<file path="config.mk">
export PLATFORM = sky130hd
export DESIGN_NAME = writeback_regfile
export DESIGN_NICKNAME = d
export VERILOG_FILES = /design/src/rtl/writeback_regfile.sv
export SDC_FILE = /design/constraint.sdc
export NUM_CORES = 2
export LEC_CHECK = 0
export CORE_MARGIN = 3
export CORE_UTILIZATION = 55
export CTS_CLUSTER_SIZE = 40
export DETAILED_ROUTE_END_ITERATION = 12
export PLACE_DENSITY = 0.77
export REMOVE_ABC_BUFFERS = 1
export SLEW_MARGIN = 20
export SYNTH_ARGS = -nofsm -noshare
export SYNTH_HDL_FRONTEND = slang
export SYNTH_SLANG_ARGS = --single-unit
export TNS_END_PERCENT = 10
</file>
<file path="constraint.sdc">
create_clock -name clk -period 9.6 [get_ports clk]
set_input_delay 1.44 -clock clk [delete_from_list [all_inputs] [get_ports clk]]
set_output_delay 1.44 -clock clk [all_outputs]
set_load 0.005 [all_outputs]
</file>
<file path="src/rtl/writeback_regfile.sv">
// Y86-64 writeback stage: 15 x 64-bit register file, processor status and retire counter.
// Define WB_BYPASS_EN to forward the pending writeback data onto the decode read ports.
module writeback_regfile (
    input  logic        clk,
    input  logic        rst,
    input  logic [2:0]  w_stat,
    input  logic [3:0]  w_icode,
    input  logic [3:0]  w_rA,
    input  logic [3:0]  w_rB,
    input  logic        w_cnd,
    input  logic [63:0] w_valE,
    input  logic [63:0] w_valM,
    input  logic [3:0]  d_srcA,
    input  logic [3:0]  d_srcB,
    output logic [63:0] d_rvalA,
    output logic [63:0] d_rvalB,
    output logic [2:0]  proc_stat,
    output logic        halted,
    output logic [63:0] retired
);

    localparam int          NUM_REGS = 15;
    localparam logic [3:0]  REG_RSP  = 4'h4;
    localparam logic [3:0]  REG_NONE = 4'hF;
    localparam logic [2:0]  STAT_AOK = 3'd1;

    localparam logic [3:0]  I_NOP    = 4'h1;
    localparam logic [3:0]  I_CMOVXX = 4'h2;
    localparam logic [3:0]  I_IRMOVQ = 4'h3;
    localparam logic [3:0]  I_MRMOVQ = 4'h5;
    localparam logic [3:0]  I_OPQ    = 4'h6;
    localparam logic [3:0]  I_CALL   = 4'h8;
    localparam logic [3:0]  I_RET    = 4'h9;
    localparam logic [3:0]  I_PUSHQ  = 4'hA;
    localparam logic [3:0]  I_POPQ   = 4'hB;

    logic [63:0] regs [0:NUM_REGS-1];
    logic [3:0]  dst_e;
    logic [3:0]  dst_m;
    logic        wr_en;

    // NOTE: every variable written in an always_comb gets a default first, so no path can infer a latch.
    always_comb begin
        dst_e = REG_NONE;
        case (w_icode)
            I_CMOVXX:                        if (w_cnd) dst_e = w_rB;
            I_IRMOVQ, I_OPQ:                 dst_e = w_rB;
            I_CALL, I_RET, I_PUSHQ, I_POPQ:  dst_e = REG_RSP;
            default:                         dst_e = REG_NONE;
        endcase
    end

    always_comb begin
        dst_m = REG_NONE;
        case (w_icode)
            I_MRMOVQ, I_POPQ: dst_m = w_rA;
            default:          dst_m = REG_NONE;
        endcase
    end

    // An exceptional status stops the machine on the same edge it is seen, so it never writes.
    assign wr_en = (w_stat == STAT_AOK) && !halted;

    // NOTE: this array is flops rather than a RAM, so every entry is cleared explicitly on reset.
    always_ff @(posedge clk) begin
        if (rst) begin
            for (int i = 0; i < NUM_REGS; i++) begin
                regs[i] <= '0;
            end
        end else if (wr_en) begin
            // dstM is tested first so popq %rsp keeps the loaded value, not the incremented pointer.
            for (int i = 0; i < NUM_REGS; i++) begin
                if (dst_m == 4'(i)) begin
                    regs[i] <= w_valM;
                end else if (dst_e == 4'(i)) begin
                    regs[i] <= w_valE;
                end
            end
        end
    end

    // NOTE: sequential state uses non-blocking assignments so every register samples pre-edge values.
    always_ff @(posedge clk) begin
        if (rst) begin
            proc_stat <= STAT_AOK;
            halted    <= 1'b0;
            retired   <= '0;
        end else if (!halted) begin
            if (w_stat != STAT_AOK) begin
                proc_stat <= w_stat;
                halted    <= 1'b1;
            end else if (w_icode != I_NOP) begin
                retired <= retired + 64'd1;
            end
        end
    end

    function automatic logic [63:0] read_port(input logic [3:0] addr);
        if (addr == REG_NONE) begin
            return '0;
        end
`ifdef WB_BYPASS_EN
        if (wr_en && (dst_m == addr)) begin
            return w_valM;
        end
        if (wr_en && (dst_e == addr)) begin
            return w_valE;
        end
`endif
        return regs[addr];
    endfunction

    always_comb begin
        d_rvalA = read_port(d_srcA);
        d_rvalB = read_port(d_srcB);
    end

endmodule
</file>
==> flow_summary.json <==
{
  "outcome": "complete, no violations",
  "area_growth_pct": 13.41,
  "irDropWorstVdd_uv": 121.2,
  "max_slew_margin_pct": 23.64,
  "max_stage_delay_ns": 1.08,
  "grt_pass1_vias": 42500,
  "finalHoldViolCount": 0,
  "dp_hpwl_um": 108600,
  "cp_top_family": "buffers and inverters",
  "fin_crit_sh_pct": 64.39,
  "fp.dieH_um": 334.8,
  "ys_warn_count": 0,
  "core-area_mm2": 0.1063,
  "synthFlopType": "edfxtp_1",
  "postSynth.asyncResetShare_pct": 0,
  "worst_setup_path_end_kind": "output port",
  "cts_setup_buffers": 0,
  "route.antenna.remaining_nets": 0,
  "r2r_end": "regs[1][11]",
  "drc_errors": 0,
  "routed_wl_um": 196100,
  "grt_antenna_before_repair": 26,
  "cts_resized": 0,
  "placed_area_mm2": 0.06370,
  "top_usage_layer": "met2",
  "design_area_mm2": 0.06743,
  "io_buffers": 349,
  "grt_util_met3_pct": 11.10,
  "grt_max_degree": 143,
  "cp_max_fo": 110,
  "skew_ns": 0.02198,
  "clk_path_buf_depth": 3,
  "clkPwrFrac_pct": 39.8,
  "holdPathStages": 2,
  "syn_inst": 4197,
  "met2_usage_pct": 53.71,
  "tightest_slew_ns": 1.145,
  "p_comb_share_pct": 13.0,
  "p_switching_w": 0.002674,
  "top_level_ports": 350,
  "drv_cap": 0,
  "final_nets": 4382,
  "synthMuxAreaShare_pct": 26.95,
  "vias": 42914,
  "die_w_um": 334.8,
  "p_int_w": 0.008348,
  "syn_area_mm2": 0.05946,
  "hold_path_end": "proc_stat[2]",
  "hold_path_class": "flip-flop to flip-flop",
  "min_period_ns": 6.182,
  "grt_pass1_wl_um": 284800,
  "synth_area_per_cell_um2": 14.17,
  "crit_type": "input pin to output port",
  "power.density_mw_per_mm2": 163.5,
  "drive_gt1_share_pct": 19.06,
  "ys_ff_latch": 1028,
  "clock-sinks": 1028,
  "worstReg2RegStart": "halted",
  "synthXorXnorAreaFrac_pct": 0.3683,
  "final_util_pct": 63.43,
  "leakage_nw": 23.65,
  "dr.first_iter.drc_count": 6177,
  "switching_share_pct": 24.26,
  "clk_pin_slew_ns": 0.06,
  "setup_violations": 0,
  "insertion_delay_ns": 0.70,
  "synthAdderAreaFrac_pct": 0.02104,
  "cts_tree": "built",
  "r2r_cells": 7,
  "track_usage_pct": 34.52,
  "path_cells": "buf_8 > buf_12 > and4_4 > nor2b_1 > clkdlybuf4s50_1",
  "start_util_pct": 55.93,
  "htreeDepth": 3,
  "place_congestion": 0.8511,
  "critPathRequiredTime_ns": 8.16,
  "synth_top_family_by_area": "multiplexers",
  "die-area_mm2": 0.1121,
  "cts_buffers": 110,
  "synth_compound_area_share_pct": 11.47,
  "slew_viol_final": 0,
  "yosys.area_share.simple_pct": 6.881,
  "routedWlPerCell_um": 34.18,
  "cts_hold_buf": 0,
  "slowest_stage": "and4_4",
  "rows": 119,
  "pwr-share-seq_pct": 47.2,
  "netlist-cell-type-count": 50,
  "reg2reg_slack_ns": 5.09,
  "fmax_ghz": 0.1618,
  "dr.pass1.iters": 5,
  "synth-seq-area-share_pct": 50.77,
  "cp_data_arrival_time_ns": 4.74,
  "start_kind": "input pin",
  "cts-root-buf": "clkbuf_16",
  "rsz0062_at_grt": "no",
  "met1_usage_pct": 45.16,
  "worst-path-buf-inv": 3,
  "holdCritStartpoint": "proc_stat[2]",
  "viasPerCell": 7.482,
  "synth_edf_count": 960,
  "gr-total-overflow": 0
}
[flip-flops by register name, indices dropped and copies added, names as in the netlist]
name,cells
halted,1
regs,960
retired,64
proc_stat,3
[cells in the final DEF, fill, tap and decap left out, types with 24 or more instances in the layout]
cell type / count
mux4_2: 512
edfxtp_1: 960
a22o_1: 640
buf_4: 79
clkinv_2: 26
nand2b_1: 138
clkbuf_1: 24
dfxtp_1: 68
o21ai_0: 158
nand2_1: 162
clkdlybuf4s50_1: 340
nand3_1: 32
mux2i_1: 448
nor2_1: 169
nor2b_1: 135
a21oi_1: 37
clkbuf_16: 113
nand4_1: 33
[stage by stage]
step | setup slack [ns] | total power, W | std cells | hold WS, ns | setup TNS [ns]
global route | 3.261 | 0.01129 | 5727 | 0.5057 | 0
floorplan | -2.380 | 0.005918 | 3678 | 0.4597 | -304.61
global placement | 3.480 | 0.006658 | 5506 | 0.4635 | 0
finish | 3.418 | 0.01102 | 5736 | 0.4828 | 0
CTS | 3.403 | 0.01100 | 5714 | 0.4846 | 0
detailed placement | 3.418 | 0.006695 | 5506 | 0.4709 | 0
[final cells by class]
type / instances / area, µm²
inverter: 9 / 33.78
clock buffer: 146 / 3004
fill: 7633 / 38880
timing repair buffer: 437 / 4297
tap: 1391 / 1740
clock inverter: 62 / 669.4
sequential: 1028 / 30190
antenna: 22 / 55.05
multi-input combinational: 2641 / 27440
[worst min-delay path, delay by kind of cell, from the launching register on]
family	cells	cell delay (ns)
compound gates	2	0.12
flops	1	0.31
[metal layers]
layer | wire [µm] | up-vias
met1 | 67730 | 21603
li1 | - | 17096
met5 | 195 | -
met3 | 28490 | 577
met2 | 91420 | 3624
met4 | 8223 | 14
[synthesized netlist by cell type, types with 3 or more instances]
cell type	instances	area, µm²
edfxtp_1	960	28830
a22o_1	640	5605
mux4_2	512	11530
mux2i_1	448	4484
clkbuf_1	338	1269
nor2_1	185	694.4
nand2_1	162	608.1
o21ai_0	158	790.8
nand2b_1	138	863.3
nor2b_1	135	844.6
buf_2	95	475.5
buf_1	86	322.8
dfxtp_1	68	1361
a21oi_1	38	190.2
nand4_1	33	206.5
nand3_1	32	160.2
or3_1	32	200.2
xor2_1	20	175.2
nor4_1	15	93.84
or4_1	14	105.1
o31ai_1	10	75.07
inv_1	9	33.78
nor3_1	9	45.04
and2_1	6	37.54
and3_1	6	37.54
and4_1	5	43.79
xnor2_1	5	43.79
nand3b_1	4	30.03
a21o_1	3	22.52
nor4b_1	3	26.28
o211ai_1	3	22.52
o22ai_1	3	18.77
[power by group through the flow]
stage	logic (W)	clock network, W	registers (W)
3_3_place_gp	0.00139	0	0.00527
2_1_floorplan	0.000660	0	0.00526
4_1_cts	0.00141	0.00438	0.00520
6_report	0.00143	0.00439	0.00520
5_1_grt	0.00150	0.00457	0.00522
3_5_place_dp	0.00141	0	0.00529
[logic make-up (layout without fill, tap and decap cells)]
family          count (synthesis)  count (layout)
simple gates                  788             788
flops                        1028            1028
fa+ha+maj                       1               1
compound gates                866             866
other cells                     0              22
xor+xnor                       25              25
buf+inv                       528             654
mux                           961             961
[worst max path at each step]
stage               cells after the start      start     endpoint
finish                                  5  d_srcB[1]  d_rvalB[56]
global route                            5  d_srcB[0]  d_rvalB[56]
CTS                                     5  d_srcB[0]  d_rvalB[56]
detailed placement                      5  d_srcB[0]  d_rvalB[56]
global placement                        5  d_srcB[0]  d_rvalB[56]
floorplan                               4  w_stat[2]  regs[12][0]
Note: power is estimated with default switching activity, not from simulation.
